`src/rtl/diff_block_accum_if.sv`:
```
// Valid/ready bus between the subtractor, the block accumulator and the result reporter.
interface diff_block_accum_if #(
  parameter int unsigned W     = 4,
  parameter int unsigned ACC_W = 8
);
  logic [W-1:0]     in_diff;
  logic             in_valid;
  logic             in_ready;
  logic [ACC_W-1:0] out_sum;
  logic             out_ovf;
  logic             out_valid;
  logic             out_ready;

  modport master (
    output in_diff, in_valid, out_ready,
    input  in_ready, out_sum, out_ovf, out_valid
  );

  modport slave (
    input  in_diff, in_valid, out_ready,
    output in_ready, out_sum, out_ovf, out_valid
  );
endinterface

```
`src/rtl/diff_block_accum.sv`:
```
// Sums BLOCK_LEN signed differences into a block sum with a sticky overflow flag.
// Optional DIFF_ACC_SAT_EN: saturate the accumulator on overflow instead of wrapping.
module diff_block_accum #(
  parameter int unsigned W         = 4,
  parameter int unsigned ACC_W     = 8,
  parameter int unsigned BLOCK_LEN = 4
) (
  input  logic                clk,
  input  logic                rst_n,
  input  logic                clear,
  diff_block_accum_if.slave   bus
);
  localparam int unsigned CNT_W = 8;
  localparam logic [ACC_W-1:0] SAT_MAX = {1'b0, {(ACC_W-1){1'b1}}};
  localparam logic [ACC_W-1:0] SAT_MIN = {1'b1, {(ACC_W-1){1'b0}}};

  typedef enum logic [1:0] {IDLE, ACCUM, HOLD} state_e;

  state_e                  state_q, state_d;
  logic [ACC_W-1:0]        acc_q, acc_d;
  logic [CNT_W-1:0]        cnt_q, cnt_d;
  logic                    ovf_q, ovf_d;
  logic                    in_ready_q;
  logic                    out_valid_q;

  logic                    accept_c;
  logic [ACC_W-1:0]        sext_c;
  logic [ACC_W-1:0]        base_c;
  logic [ACC_W-1:0]        sum_c;
  logic [ACC_W-1:0]        add_c;
  logic                    add_ovf_c;

  assign accept_c = bus.in_valid & in_ready_q;

  // Gate the sample so an undriven in_diff never reaches the adder
  assign sext_c = accept_c ? ACC_W'(signed'(bus.in_diff)) : '0;
  assign base_c = (state_q == IDLE) ? '0 : acc_q;
  assign sum_c  = base_c + sext_c;
  assign add_ovf_c = (base_c[ACC_W-1] == sext_c[ACC_W-1]) &&
                     (sum_c[ACC_W-1] != base_c[ACC_W-1]);

`ifdef DIFF_ACC_SAT_EN
  assign add_c = add_ovf_c ? (sext_c[ACC_W-1] ? SAT_MIN : SAT_MAX) : sum_c;
`else
  assign add_c = sum_c;
`endif

  // Next-state and datapath update
  always_comb begin
    state_d = state_q;
    acc_d   = acc_q;
    cnt_d   = cnt_q;
    ovf_d   = ovf_q;
    if (clear) begin
      state_d = IDLE;
      acc_d   = '0;
      cnt_d   = '0;
      ovf_d   = 1'b0;
    end else begin
      unique case (state_q)
        IDLE: begin
          if (accept_c) begin
            acc_d   = add_c;
            cnt_d   = CNT_W'(1);
            ovf_d   = add_ovf_c;
            state_d = (BLOCK_LEN == 1) ? HOLD : ACCUM;
          end
        end
        ACCUM: begin
          if (accept_c) begin
            acc_d = add_c;
            cnt_d = cnt_q + CNT_W'(1);
            ovf_d = ovf_q | add_ovf_c;
            if (cnt_d == CNT_W'(BLOCK_LEN)) state_d = HOLD;
          end
        end
        HOLD: begin
          if (bus.out_ready) state_d = IDLE;
        end
        default: state_d = IDLE;
      endcase
    end
  end

  always_ff @(posedge clk or negedge rst_n) begin
    if (!rst_n) begin
      state_q     <= IDLE;
      acc_q       <= '0;
      cnt_q       <= '0;
      ovf_q       <= 1'b0;
      in_ready_q  <= 1'b1;
      out_valid_q <= 1'b0;
    end else begin
      state_q     <= state_d;
      acc_q       <= acc_d;
      cnt_q       <= cnt_d;
      ovf_q       <= ovf_d;
      in_ready_q  <= (state_d != HOLD);
      out_valid_q <= (state_d == HOLD);
    end
  end

  // acc is frozen in HOLD, so it doubles as the stable result register
  assign bus.in_ready  = in_ready_q;
  assign bus.out_sum   = acc_q;
  assign bus.out_ovf   = ovf_q;
  assign bus.out_valid = out_valid_q;
endmodule

```
`src/flat_wrapper.sv`:
```
// flat-port wrapper written by rule: the top's interface ports become plain ports
module diff_block_accum_flat 
#(
  parameter int unsigned W         = 4,
  parameter int unsigned ACC_W     = 8,
  parameter int unsigned BLOCK_LEN = 4
)
  (clk, rst_n, clear, bus_in_diff, bus_in_valid, bus_out_ready, bus_in_ready, bus_out_sum, bus_out_ovf, bus_out_valid);
  diff_block_accum_if #(.W(W), .ACC_W(ACC_W)) bus_i ();
  input  logic clk;
  input  logic rst_n;
  input  logic clear;
  input wire logic [$bits(bus_i.in_diff)-1:0] bus_in_diff;
  input wire logic [$bits(bus_i.in_valid)-1:0] bus_in_valid;
  input wire logic [$bits(bus_i.out_ready)-1:0] bus_out_ready;
  output wire logic [$bits(bus_i.in_ready)-1:0] bus_in_ready;
  output wire logic [$bits(bus_i.out_sum)-1:0] bus_out_sum;
  output wire logic [$bits(bus_i.out_ovf)-1:0] bus_out_ovf;
  output wire logic [$bits(bus_i.out_valid)-1:0] bus_out_valid;
  assign bus_i.in_diff = bus_in_diff;
  assign bus_i.in_valid = bus_in_valid;
  assign bus_i.out_ready = bus_out_ready;
  assign bus_in_ready = bus_i.in_ready;
  assign bus_out_sum = bus_i.out_sum;
  assign bus_out_ovf = bus_i.out_ovf;
  assign bus_out_valid = bus_i.out_valid;
  diff_block_accum #(.W(W), .ACC_W(ACC_W), .BLOCK_LEN(BLOCK_LEN)) u_core (.clk(clk), .rst_n(rst_n), .clear(clear), .bus(bus_i));
endmodule
```
`config.mk`:
```
export PLATFORM = sky130hd
export DESIGN_NAME = diff_block_accum_flat
export DESIGN_NICKNAME = d
export VERILOG_FILES = /design/src/rtl/diff_block_accum_if.sv /design/src/rtl/diff_block_accum.sv /design/src/flat_wrapper.sv
export SDC_FILE = /design/constraint.sdc
export NUM_CORES = 1
export LEC_CHECK = 0
export BUFFER_PORTS_ARGS = -buffer_cell sky130_fd_sc_hd__buf_2
export CAP_MARGIN = 20
export CORE_AREA = 2 2 60 45
export CTS_BUF_LIST = sky130_fd_sc_hd__clkbuf_8
export DETAILED_ROUTE_END_ITERATION = 16
export DIE_AREA = 0 0 62 47
export PLACE_DENSITY = 0.79
export RECOVER_POWER = 100
export SYNTH_ARGS = -nofsm -noshare
export SYNTH_HDL_FRONTEND = slang
export SYNTH_SLANG_ARGS = --single-unit
```
`constraint.sdc`:
```
create_clock -name clk -period 2.9 [get_ports clk]
set_input_delay 0.725 -clock clk [delete_from_list [all_inputs] [get_ports clk]]
set_output_delay 0.725 -clock clk [all_outputs]
set_load 0.005 [all_outputs]
```
After elaboration in Yosys (flattened, before gate mapping)
Index checks and enable logic that the tools add are counted.
Widths: inputs -> output; s select.
{ "totals": {"regBits": 21, "input_bits": 9} }
{ "op_classes": {"n_addsub": 2, "n_eq_ne": 9, "muxes": 19, "bitwise": 2, "n_reduce_logical": 8} }
{ "ops": {"columns": ["op", "n"], "rows": [
  ["$mux 8", 8],
  ["$pmux 8 s2", 1],
  ["$mux 2", 5],
  ["$add 8x1->8 const B", 1],
  ["$add 8x8->8", 1],
  ["$eq 8x3->1 const B", 1],
  ["$ne 3x2->1 const B", 2],
  ["$pmux 2 s3", 1],
  ["$eq 2x2->1 const B", 2],
  ["$reduce_bool 2->1", 2],
  ["$mux 1", 3],
  ["$reduce_and 3->1", 1],
  ["$reduce_bool 3->1", 1],
  ["$eq 2x1->1 const B", 1],
  ["$logic_not 2->1", 1],
  ["$ne 2x2->1 const B", 1],
  ["$pmux 1 s2", 1],
  ["$reduce_and 2->1", 1],
  ["$reduce_or 2->1", 1],
  ["$and 1x1->1", 1],
  ["$eq 1x1->1", 1],
  ["$logic_and 1x1->1", 1],
  ["$ne 1x1->1", 1],
  ["$or 1x1->1", 1]
]} }

Longest topological paths before layout
Gate-level depths: netlist of the first run.
{ "depth": {"depth_word": 9, "mapped_depth": 11, "ltp_nobuf": 11} }

Worst setup path before layout of the first run
No wires, ideal clock.
{ "synth_timing": {"path_kind": "input to register", "startpoint": "input port bus_in_diff[0]", "endpoint": "register u_core.acc_q[6], in the netlist u_core.bus.out_sum[6]", "setup_ns": 0.122, "arrival_ns": 2.262, "required_time_ns": 2.778, "path_slack_ns": 0.517, "path_stages": 10, "n_path_buf": 0, "path_cell_list": "and3_1 > ha_1 > inv_1 > fa_1 > nor2b_1 > o21ai_1 > a21boi_1 > o21a_1 > or3_1 > a32o_1"} }
{ "synth_via": {"elab_chain_len": 5} }
{ "synth_lines": {"columns": ["element", "line", "source"], "rows": [
  ["from (decl)", "flat_wrapper.sv:13", "input wire logic [$bits(bus_i.in_diff)-1:0] bus_in_diff;"],
  ["$mux 8", "diff_block_accum.sv:36", "assign sext_c = accept_c ? ACC_W'(signed'(bus.in_diff)) : '0;"],
  ["$add 8x8->8", "diff_block_accum.sv:38", "assign sum_c = base_c + sext_c;"],
  ["$mux 8", "diff_block_accum.sv:62, diff_block_accum.sv:70", null],
  ["$mux 8", null, null],
  ["$mux 8", "diff_block_accum.sv:54", "if (clear) begin"],
  ["to (signal assigned)", "diff_block_accum.sv:88", "acc_q <= '0;"],
  ["to (signal assigned)", "diff_block_accum.sv:95", "acc_q <= acc_d;"],
  ["to (decl)", "diff_block_accum.sv:20", "logic [ACC_W-1:0] acc_q, acc_d;"]
]} }
Every way passes these cells. The select of a mux whose other input is x is not followed.
A chain may end at the register's enable or synchronous reset.

Worst setup path after layout of the first run
{ "layout_timing": {"startpoint": "register u_core.in_ready_q, in the netlist u_core.bus.in_ready", "endpoint": "register u_core.acc_q[6], in the netlist u_core.bus.out_sum[6]"} }
{ "layout_via": {"elab_chain_len": 6, "word_cells_on_any_way": 8, "cone_classes": "1 x add/sub; 4 x mux; 1 x bitwise; 2 x reduce/logical"} }
{ "layout_lines": {"columns": ["element", "line", "source"], "rows": [
  ["from (decl)", "diff_block_accum.sv:23", "logic in_ready_q;"],
  ["from (signal assigned)", "diff_block_accum.sv:98", "in_ready_q <= (state_d != HOLD);"],
  ["$and 1x1->1 *", "diff_block_accum.sv:33", "assign accept_c = bus.in_valid & in_ready_q;"],
  ["$mux 8", "diff_block_accum.sv:36", null],
  ["$add 8x8->8", "diff_block_accum.sv:38", null],
  ["$mux 8", "diff_block_accum.sv:62, diff_block_accum.sv:70", null],
  ["$mux 8", null, null],
  ["$mux 8", "diff_block_accum.sv:54", null]
]} }
Mark *: on every way between the ends. The rest lies on a longest branch, timed or not. The select of a mux whose other input is x is not followed.

==> metrics.yaml, run 1 <==
crit_path_start_kind: "flop"
period_minus_slack_ns: 2.546
floorplan.initialDensity: 0.5584
rsz0062_at_grt: "no"
cts_inserted_buffers: 3
drc: 0
synth_seq_cells: 21
leakage_nw: 0.7241
hold_ws_ns: 0.5074
yosys.area_share.simple: 0.2455
ys.flop_type: "dfrtp_1"
cpPeakStageDelay_ns: 0.67
cp_max_fo: 9
core_region_area_um2: 2346
worst_pin_slew_ns: 1.125
post_cts_buffers: 0
grt_max_degree: 22
fillers: 200
synth_mux_area_frac: 0
synth-edff-count: 0
end_kind: "flop"
synth_compound_area_frac: 0.1882
synth_area_per_cell_um2: 8.851
relSlewSlack: 0.2501
placementRows: 15
htreeDepth: 1
synth_fa_ha_area_frac: 0.09169
cts_resized: 0
outcome: "complete, no violations"
multi_input_area_um2: 721.9
grt_pass1_vias: 1059
crit_type: "reg -> reg"
setup_viol: 0
routedWlPerCell_um: 14.00
synth-xor-area-share: 0.03343
path_cells: "and3_1 > ha_1 > inv_1 > fa_1 > nor2b_1 > o21ai_1 > a21boi_1 > o21a_1 > o21ai_0 > a32o_1"
dp_hpwl_um: 2169
synth_cell_types: 37
required_ns: 3.06
cap_violations: 0
grt_pass1_wl_um: 4685
syn-cell-area_um2: 1310
io_pins: 20
synth_area_leader_cell: "dfrtp_1"
hold_viol_final: 0
hold_path.class: "reg -> reg"
fin_crit_sh: 0.8779
seq_area_um2: 526.8
fin_skew_ns: 0.002755
ir_worst_vdd_mv: 0.3044
yosys_warnings: 0
final_cell_mix: "dfrtp_1 (20), nor2_1 (17), buf_2 (13)"
clkTransAtPathRegs_ns: 0.08
root_buffer: "clkbuf_8"
yosysTopAreaCellShare: 0.3820
drt_iter0_markers: 30
async_reset_ff_frac: 1.000
arrival_ns: 2.70
final_net_count: 190
powerDensity_nw_per_um2: 389.4
io_buffers: 19
dieArea_um2: 2914
gp_congestion: 0.8319
timing.fmax_mhz: 392.8
synth_area_leaders: "dfrtp_1 (38%), ha_1 (7.6%), nor2_1 (4.9%)"
wl_um: 2869
yosysSeqAreaShare: 0.4021
overflow: 0
clk_latency_ns: 0.26
antenna_cells: 0
synth_top_family_by_area: "simple AND/OR/NAND/NOR gates"
synth_fp_nets: 166
die_y_um: 47
synthToLayoutAreaGrowth_pct: 13.28
cts_buffer_depth: 2
clock_sinks: 21
power.total_mw: 0.5779
syn_inst: 148
viasPerCell: 5.839
fin_tns_setup_ns: 0
ant_nets: 0
grt_antenna_before_repair: 0
dr.pass1.iters: 4
drive_above_1_share: 0.1111
cts_tree: "yes"
final_common_cell: "dfrtp_1"
finalMaxSlewViolations: 0
gr-usage-all-layers: 0.2233
hold_buffers: 0
crit_slowest_cell: "dfstp_1"
vias: 1197
dieWidth_um: 62
## logic make-up after synthesis
family,count (synthesis)
simple gates,63
compound gates,37
flops,21
buf+inv,13
fa+ha+maj,9
xor+xnor,5
## through the flow
| stage | worst slack [ns] | instance area [µm²] | instances | utilization |
|---|---|---|---|---|
| floorplan | 0.5167 | 1310 | 148 | - |
| global placement | 0.2687 | 1460 | 201 | 0.6224 |
| detailed placement | 0.1875 | 1460 | 201 | 0.6224 |
| CTS | 0.4513 | 1505 | 205 | 0.6416 |
| global route | 0.1830 | 1484 | 205 | 0.6325 |
| finish | 0.3540 | 1484 | 205 | 0.6325 |
## cell type report
class,instances,share of cell area
multi-input cells,114,0.4865
clock buffers,3,0.02782
well taps,34,0.02867
clock inverters,1,0.002530
repair buffers,23,0.07673
inverters,9,0.02277
flip-flops and latches,21,0.3550
## registers in the layout (all words and copies together), names as in the netlist
signal,count
u_core.bus.out_sum,8
u_core.cnt_q,8
u_core.state_q,2
u_core.bus.in_ready,1
u_core.bus.out_ovf,1
u_core.bus.out_valid,1
## worst paths after layout
check,start,endpoint,slack (ns),cells after the start
worst max-delay path,u_core.bus.in_ready,u_core.bus.out_sum[6],0.35,10
worst min-delay path,u_core.cnt_q[7],u_core.cnt_q[7],0.51,1
worst max register to register,u_core.bus.in_ready,u_core.bus.out_sum[6],0.35,10
worst min register to register,u_core.cnt_q[7],u_core.cnt_q[7],0.51,1
max in group asynchronous,rst_n,u_core.bus.out_valid,1.57,1
min in group asynchronous,rst_n,u_core.bus.out_sum[4],0.65,1
## power breakdown
group / internal (mW) / switching (mW) / leakage, nW
logic: 0.0315 / 0.0478 / 0.414
registers: 0.301 / 0.00620 / 0.283
clock network: 0.0945 / 0.0973 / 0.0269
total: 0.427 / 0.151 / 0.724
## worst max-delay path: cells and delay by family (launching register included)
kind | cells | cell delay (ns)
AOI/OAI and AO/OA | 5 | 0.80
and+or+nand+nor | 2 | 0.37
buffers and inverters | 1 | 0.05
adders and majority gates | 2 | 0.54
DFF | 1 | 0.67
## Yosys cell counts, types with 2 or more instances
cell type  instances
buf_2              2
and3_1             3
nand4_1            2
xor2_1             3
a32o_1             2
a21oi_1            6
nor2_1            17
dfrtp_1           20
clkbuf_1           2
a22o_1             5
ha_1               8
inv_1              9
o41ai_1            3
o21ai_0           10
xnor2_1            2
nor2b_1            9
nand3_1           11
a31oi_1            3
nand2_1           11
nor3_1             3
## per-layer routing
metal  track usage  routed length (µm)  vias to the layer above
met5             0                   0                        -
met4       0.05957                  22                        0
met3       0.06061                 198                        2
met2        0.3417                1295                       40
met1        0.3150                1353                      574
li1              -                   -                      581
No activity file was read; power rests on OpenSTA's default activity.
==> run 2, diff against run 1 <==
--- a/config.mk
+++ b/config.mk
@@ -7,11 +7,13 @@
 export LEC_CHECK = 0
 export BUFFER_PORTS_ARGS = -buffer_cell sky130_fd_sc_hd__buf_2
 export CAP_MARGIN = 20
-export CORE_AREA = 2 2 60 45
+export CELL_PAD_IN_SITES_DETAIL_PLACEMENT = 0
+export CELL_PAD_IN_SITES_GLOBAL_PLACEMENT = 2
+export CORE_AREA = 2 2 77 57
 export CTS_BUF_LIST = sky130_fd_sc_hd__clkbuf_8
 export DETAILED_ROUTE_END_ITERATION = 16
-export DIE_AREA = 0 0 62 47
-export PLACE_DENSITY = 0.79
+export DIE_AREA = 0 0 79 59
+export PLACE_DENSITY_LB_ADDON = 0.1
 export RECOVER_POWER = 100
 export SYNTH_ARGS = -nofsm -noshare
 export SYNTH_HDL_FRONTEND = slang
==> run 2 against run 1 <==
Worst setup slack worse by 0.029 ns. Register-to-register slack worse by 0.03 ns. Maximum frequency down 1.1%. Sequential power about the same. Largest cell class unchanged. Worst hold slack better by 0.0023 ns. Sequential share of layout area down 0.53 points. Routed wire length up 15%. Via count down 4.3%.
==> metrics.yaml, run 2 (synthesis results as in run 1) <==
outcome: "complete, no violations"
hp-start: "u_core.cnt_q[7]"
clk_latency_ns: 0.26  # about the same
die_y_um: 59  # +26%
end_kind: "flop"
relSlewSlack: 0.1814  # -0.06870
post_cts_buffers: 0  # unchanged
setup_viol: 0  # unchanged
regToRegStartpoint: "u_core.state_q[1]"
vias: 1145  # -4.3%
powerDensity_nw_per_um2: 387.0  # -0.62%
viasPerCell: 5.135  # -12%
htreeDepth: 1  # unchanged
hold_path.class: "reg -> reg"
crit_type: "reg -> reg"
cpPeakStageDelay_ns: 0.44  # -0.23 ns
fin_tns_setup_ns: 0  # unchanged
path_cells: "nor2_1 > nor2b_1 > ha_1 > inv_1 > fa_1 > nor2b_1 > o21ai_0 > a21boi_1 > o21a_1 > or3_1 > a32o_1"
hold_buffers: 0  # unchanged
dieWidth_um: 79  # +27%
io_pins: 20  # unchanged
final_net_count: 190  # unchanged
rsz0062_at_grt: "no"
timing.fmax_mhz: 388.4  # -1.1%
clock_sinks: 21  # unchanged
antenna_cells: 0  # unchanged
rrSetupSlack_ns: 0.33  # -0.03 ns
placementRows: 19  # +4
fin_crit_sh: 0.8879  # +0.009944
cp-startpoint: "u_core.state_q[1]"
ant_nets: 0  # unchanged
synthToLayoutAreaGrowth_pct: 14.99
gp_congestion: 0.7533  # -9.4%
dr.pass1.iters: 4  # unchanged
io_buffers: 19  # unchanged
finalMaxSlewViolations: 0  # unchanged
hold_viol_final: 0  # unchanged
crit_path_start_kind: "flop"
gr-usage-all-layers: 0.1537  # -0.06958
drc: 0  # unchanged
worst_pin_slew_ns: 1.228  # +0.1030 ns
path_common_cell: "nor2b_1"
cp_max_fo: 6  # -3
crit_slowest_cell: "dfrtp_1"
cp_num_buf_inv: 1  # unchanged
drive_above_1_share: 0.1111  # unchanged
fillers: 431  # +120%
cts_buffer_depth: 2  # unchanged
path_delay_family: "compound AO/OA/AOI/OAI gates"
wl_um: 3311  # +15%
overflow: 0  # unchanged
grt_max_degree: 22  # unchanged
cts_resized: 0  # unchanged
ir_worst_vdd_mv: 0.1951  # -36%
root_buffer: "clkbuf_8"
leakage_nw: 0.7210  # -0.43%
clkTransAtPathRegs_ns: 0.08  # about the same
cts_inserted_buffers: 3  # unchanged
crit_end: "u_core.bus.out_sum[6]"
required_ns: 3.06  # about the same
grt_pass1_vias: 1127  # +6.4%
routedWlPerCell_um: 14.85  # +6.1%
cts_tree: "yes"
final_cell_mix: "dfrtp_1 (20), nor2_1 (17), buf_2 (13)"
r2r-end: "u_core.bus.out_sum[6]"
floorplan.initialDensity: 0.3402  # -0.2182
drt_iter0_markers: 55  # +83%
grt_pass1_wl_um: 5520  # +18%
dieArea_um2: 4661  # +60%
hold_ws_ns: 0.5097  # +0.002265 ns
fin_skew_ns: 0.006395  # +0.003641 ns
arrival_ns: 2.73  # +0.03 ns
worstSetupPathDepth: 11  # +1
core_region_area_um2: 3851  # +64%
reg2regPathDepth: 11  # +1
period_minus_slack_ns: 2.575  # +0.02884 ns
grt_antenna_before_repair: 0  # unchanged
cap_violations: 0  # unchanged
dp_hpwl_um: 2443  # +13%
final_common_cell: "dfrtp_1"
==> run 2: cell count changes in the layout (fill, tap and decap cells not counted) <==
cell,previous run,this run
o21ai_0,10,11
o21ai_1,1,0
or2_0,1,0
or2_1,0,1
==> run 2: how the worst min path moves through the flow <==
stage	end	slack (ns)	depth (start not counted)
detailed placement	u_core.cnt_q[6]	0.50	1
floorplan	u_core.bus.out_ovf	0.43	0
global route	u_core.cnt_q[7]	0.54	1
finish	u_core.cnt_q[7]	0.51	1
global placement	u_core.cnt_q[7]	0.49	1
CTS	u_core.bus.out_sum[6]	0.44	1
==> run 2: metrics by stage <==
step                      cells  setup slack, ns  power [mW]  cell area, µm²    util
after floorplan             148           0.5167      0.3598            1310       -
after CTS                   223           0.4160      0.5910            1528  0.3967
after global placement      219           0.2207      0.3959            1483  0.3850
after global routing        223           0.1068      0.6132            1506  0.3912
after detailed placement    219           0.2131      0.3970            1483  0.3850
final                       223           0.3252      0.5830            1506  0.3912
==> run 2: worst reg2reg max path, cell delays in order (launching register included) <==
cell and delay [ns]:
dfrtp_1 0.44, nor2_1 0.27, nor2b_1 0.09, ha_1 0.21
inv_1 0.07, fa_1 0.19, nor2b_1 0.06, o21ai_0 0.27
a21boi_1 0.14, o21a_1 0.19, or3_1 0.30, a32o_1 0.25
==> run 2: where the power goes <==
part           total, mW  switching (mW)  internal, mW
Clock              0.194          0.0996        0.0944
Sequential         0.307         0.00654         0.300
Combinational     0.0819          0.0505        0.0314
==> run 2: area by class of cell <==
| type | instances | area [µm²] | share of cell area |
|---|---|---|---|
| repair buffers | 23 | 113.9 | 0.07558 |
| clock inverters | 1 | 3.754 | 0.002492 |
| flip-flops and latches | 21 | 526.8 | 0.3497 |
| well taps | 52 | 65.06 | 0.04319 |
| inverters | 9 | 33.78 | 0.02243 |
| clock buffers | 3 | 41.29 | 0.02741 |
| multi-input cells | 114 | 721.9 | 0.4792 |
==> run 2: layer usage <==
metal / up-vias / GRT usage / part of all wire
met1: 541 / 0.2317 / 0.56
met3: 2 / 0.03354 / 0.031
met2: 22 / 0.2324 / 0.41
met4: 0 / 0.02217 / 0.0039
met5: - / 0 / 0
li1: 580 / - / -
==> run 3, diff against run 2 <==
--- a/config.mk
+++ b/config.mk
@@ -10,7 +10,7 @@
 export CELL_PAD_IN_SITES_DETAIL_PLACEMENT = 0
 export CELL_PAD_IN_SITES_GLOBAL_PLACEMENT = 2
 export CORE_AREA = 2 2 77 57
-export CTS_BUF_LIST = sky130_fd_sc_hd__clkbuf_8
+export CTS_BUF_LIST = sky130_fd_sc_hd__clkbuf_4 sky130_fd_sc_hd__clkbuf_8
 export DETAILED_ROUTE_END_ITERATION = 16
 export DIE_AREA = 0 0 79 59
 export PLACE_DENSITY_LB_ADDON = 0.1
==> run 3 against run 2 <==
First-iteration DRC count is 3.6% higher. Sequential power hardly changed. Non-clock buffer count stayed put. Routed wire length hardly changed. Register-to-register slack hardly changed. Global-route usage stayed put. Critical path depth stayed put. Sequential share of layout area is 0.087 points lower. Clock skew hardly changed.
==> metrics.yaml, run 3 (synthesis results as in run 1) <==
cts_inserted_buffers: 3  # unchanged
floorplan.initialDensity: 0.3402  # unchanged
dieArea_um2: 4661  # unchanged
grt_pass1_vias: 1127  # unchanged
fin_tns_setup_ns: 0  # unchanged
finalMaxSlewViolations: 0  # unchanged
final_net_count: 190  # unchanged
worst_pin_slew_ns: 1.228  # unchanged
clk_latency_ns: 0.26  # about the same
synthToLayoutAreaGrowth_pct: 15.28
reg2regPathDepth: 11  # unchanged
gp_congestion: 0.7533  # unchanged
clkTransAtPathRegs_ns: 0.08  # about the same
die_y_um: 59  # unchanged
io_buffers: 19  # unchanged
final_cell_mix: "dfrtp_1 (20), nor2_1 (17), buf_2 (13)"
grt_pass1_wl_um: 5520  # unchanged
hold_depth: 1  # unchanged
post_cts_buffers: 0  # unchanged
cp_num_buf_inv: 1  # unchanged
cts_tree: "yes"
dp_hpwl_um: 2443  # unchanged
end_kind: "flop"
hold_path.class: "reg -> reg"
overflow: 0  # unchanged
fillers: 429  # -0.46%
ir_worst_vdd_mv: 0.2102  # +7.7%
path_common_cell: "nor2b_1"
dieWidth_um: 79  # unchanged
path_cells: "nor2_1 > nor2b_1 > ha_1 > inv_1 > fa_1 > nor2b_1 > o21ai_0 > a21boi_1 > o21a_1 > or3_1 > a32o_1"
drt_iter0_markers: 57  # +3.6%
path_delay_family: "compound AO/OA/AOI/OAI gates"
powerDensity_nw_per_um2: 394.5  # +1.9%
relSlewSlack: 0.1814  # unchanged
cp_max_fo: 6  # unchanged
rsz0062_at_grt: "no"
drc: 0  # unchanged
antenna_cells: 0  # unchanged
drive_above_1_share: 0.1170  # +0.005848
placementRows: 19  # unchanged
grt_max_degree: 22  # unchanged
power.total_mw: 0.5958  # +2.2%
cpPeakStageDelay_ns: 0.44  # about the same
vias: 1146  # +0.087%
timing.fmax_mhz: 388.7  # about the same
rrSetupSlack_ns: 0.33  # about the same
dr.pass1.iters: 4  # unchanged
routedWlPerCell_um: 14.85  # about the same
wl_um: 3312  # about the same
cap_violations: 0  # unchanged
fin_crit_sh: 0.8870  # about the same
period_minus_slack_ns: 2.572  # -0.002420 ns
ant_nets: 0  # unchanged
hold_viol_final: 0  # unchanged
multi_input_area_um2: 721.9  # unchanged
hold_buffers: 0  # unchanged
htreeDepth: 1  # unchanged
crit_path_start_kind: "flop"
root_buffer: "clkbuf_8"
gr-usage-all-layers: 0.1537  # unchanged
seq_area_um2: 526.8  # unchanged
crit_slowest_cell: "dfrtp_1"
hold_end: "u_core.cnt_q[7]"
leakage_nw: 0.7203  # -0.10%
io_pins: 20  # unchanged
fin_skew_ns: 0.006226  # -0.0001694 ns
grt_antenna_before_repair: 0  # unchanged
hp-start: "u_core.cnt_q[7]"
cts_resized: 0  # unchanged
setup_viol: 0  # unchanged
arrival_ns: 2.73  # about the same
cts_buffer_depth: 2  # unchanged
clock_sinks: 21  # unchanged
core_region_area_um2: 3851  # unchanged
required_ns: 3.06  # about the same
r2r-end: "u_core.bus.out_sum[6]"
final_common_cell: "dfrtp_1"
crit_type: "reg -> reg"
viasPerCell: 5.139  # about the same
outcome: "complete, no violations"
regToRegStartpoint: "u_core.state_q[1]"
==> run 3: cell count changes in the layout (fill, tap and decap cells not counted), sizes merged <==
cell    change
clkbuf      +1
inv         -1
==> run 3: worst reg2reg max path, delay by kind of cell, from the launching register on <==
| family | cells | cell delay (ns) |
|---|---|---|
| DFF | 1 | 0.44 |
| buffers and inverters | 1 | 0.07 |
| AOI/OAI and AO/OA | 4 | 0.85 |
| adders and majority gates | 2 | 0.40 |
| and+or+nand+nor | 4 | 0.72 |
==> run 3: metal layers <==
layer  routed length [µm]  global-route usage  vias up  part of all wire
met5                    0                   0        -                 0
met4                   13             0.02217        0            0.0039
met3                  102             0.03354        2             0.031
met2                 1341              0.2324       22              0.40
met1                 1854              0.2317      542              0.56
li1                     -                   -      580                 -
==> run 3: per-stage QoR <==
stage                     hold WS (ns)  setup slack, ns  area, µm²  utilization  std cells
after floorplan                 0.4294           0.5167       1310            -        148
after global placement          0.4874           0.2207       1483       0.3850        219
after detailed placement        0.5023           0.2131       1483       0.3850        219
after CTS                       0.4442           0.4158       1531       0.3977        223
after global routing            0.5420           0.1070       1510       0.3921        223
final                           0.5097           0.3276       1510       0.3921        223
==> run 3: area by class of cell <==
| class | instances | area share |
|---|---|---|
| inverter | 9 | 0.02237 |
| tap | 52 | 0.04308 |
| multi-input combinational | 114 | 0.4780 |
| timing repair buffer | 23 | 0.07539 |
| sequential | 21 | 0.3488 |
| clock buffer | 4 | 0.03231 |
==> run 3: power by group <==
part           switching [mW]  internal [mW]
registers             0.00654          0.300
clock network          0.0995          0.107
logic                  0.0506         0.0314
total                   0.157          0.439
==> run 3: worst max path at each step <==
stage	start	end	slack (ns)	depth (start not counted)
CTS	u_core.state_q[1]	u_core.bus.out_sum[6]	0.42	11
finish	u_core.state_q[1]	u_core.bus.out_sum[6]	0.33	11
detailed placement	bus_in_valid	u_core.bus.out_sum[6]	0.21	11
floorplan	bus_in_diff[0]	u_core.bus.out_sum[6]	0.52	10
global route	u_core.state_q[1]	u_core.bus.out_sum[6]	0.11	11
global placement	bus_in_valid	u_core.bus.out_sum[6]	0.22	11
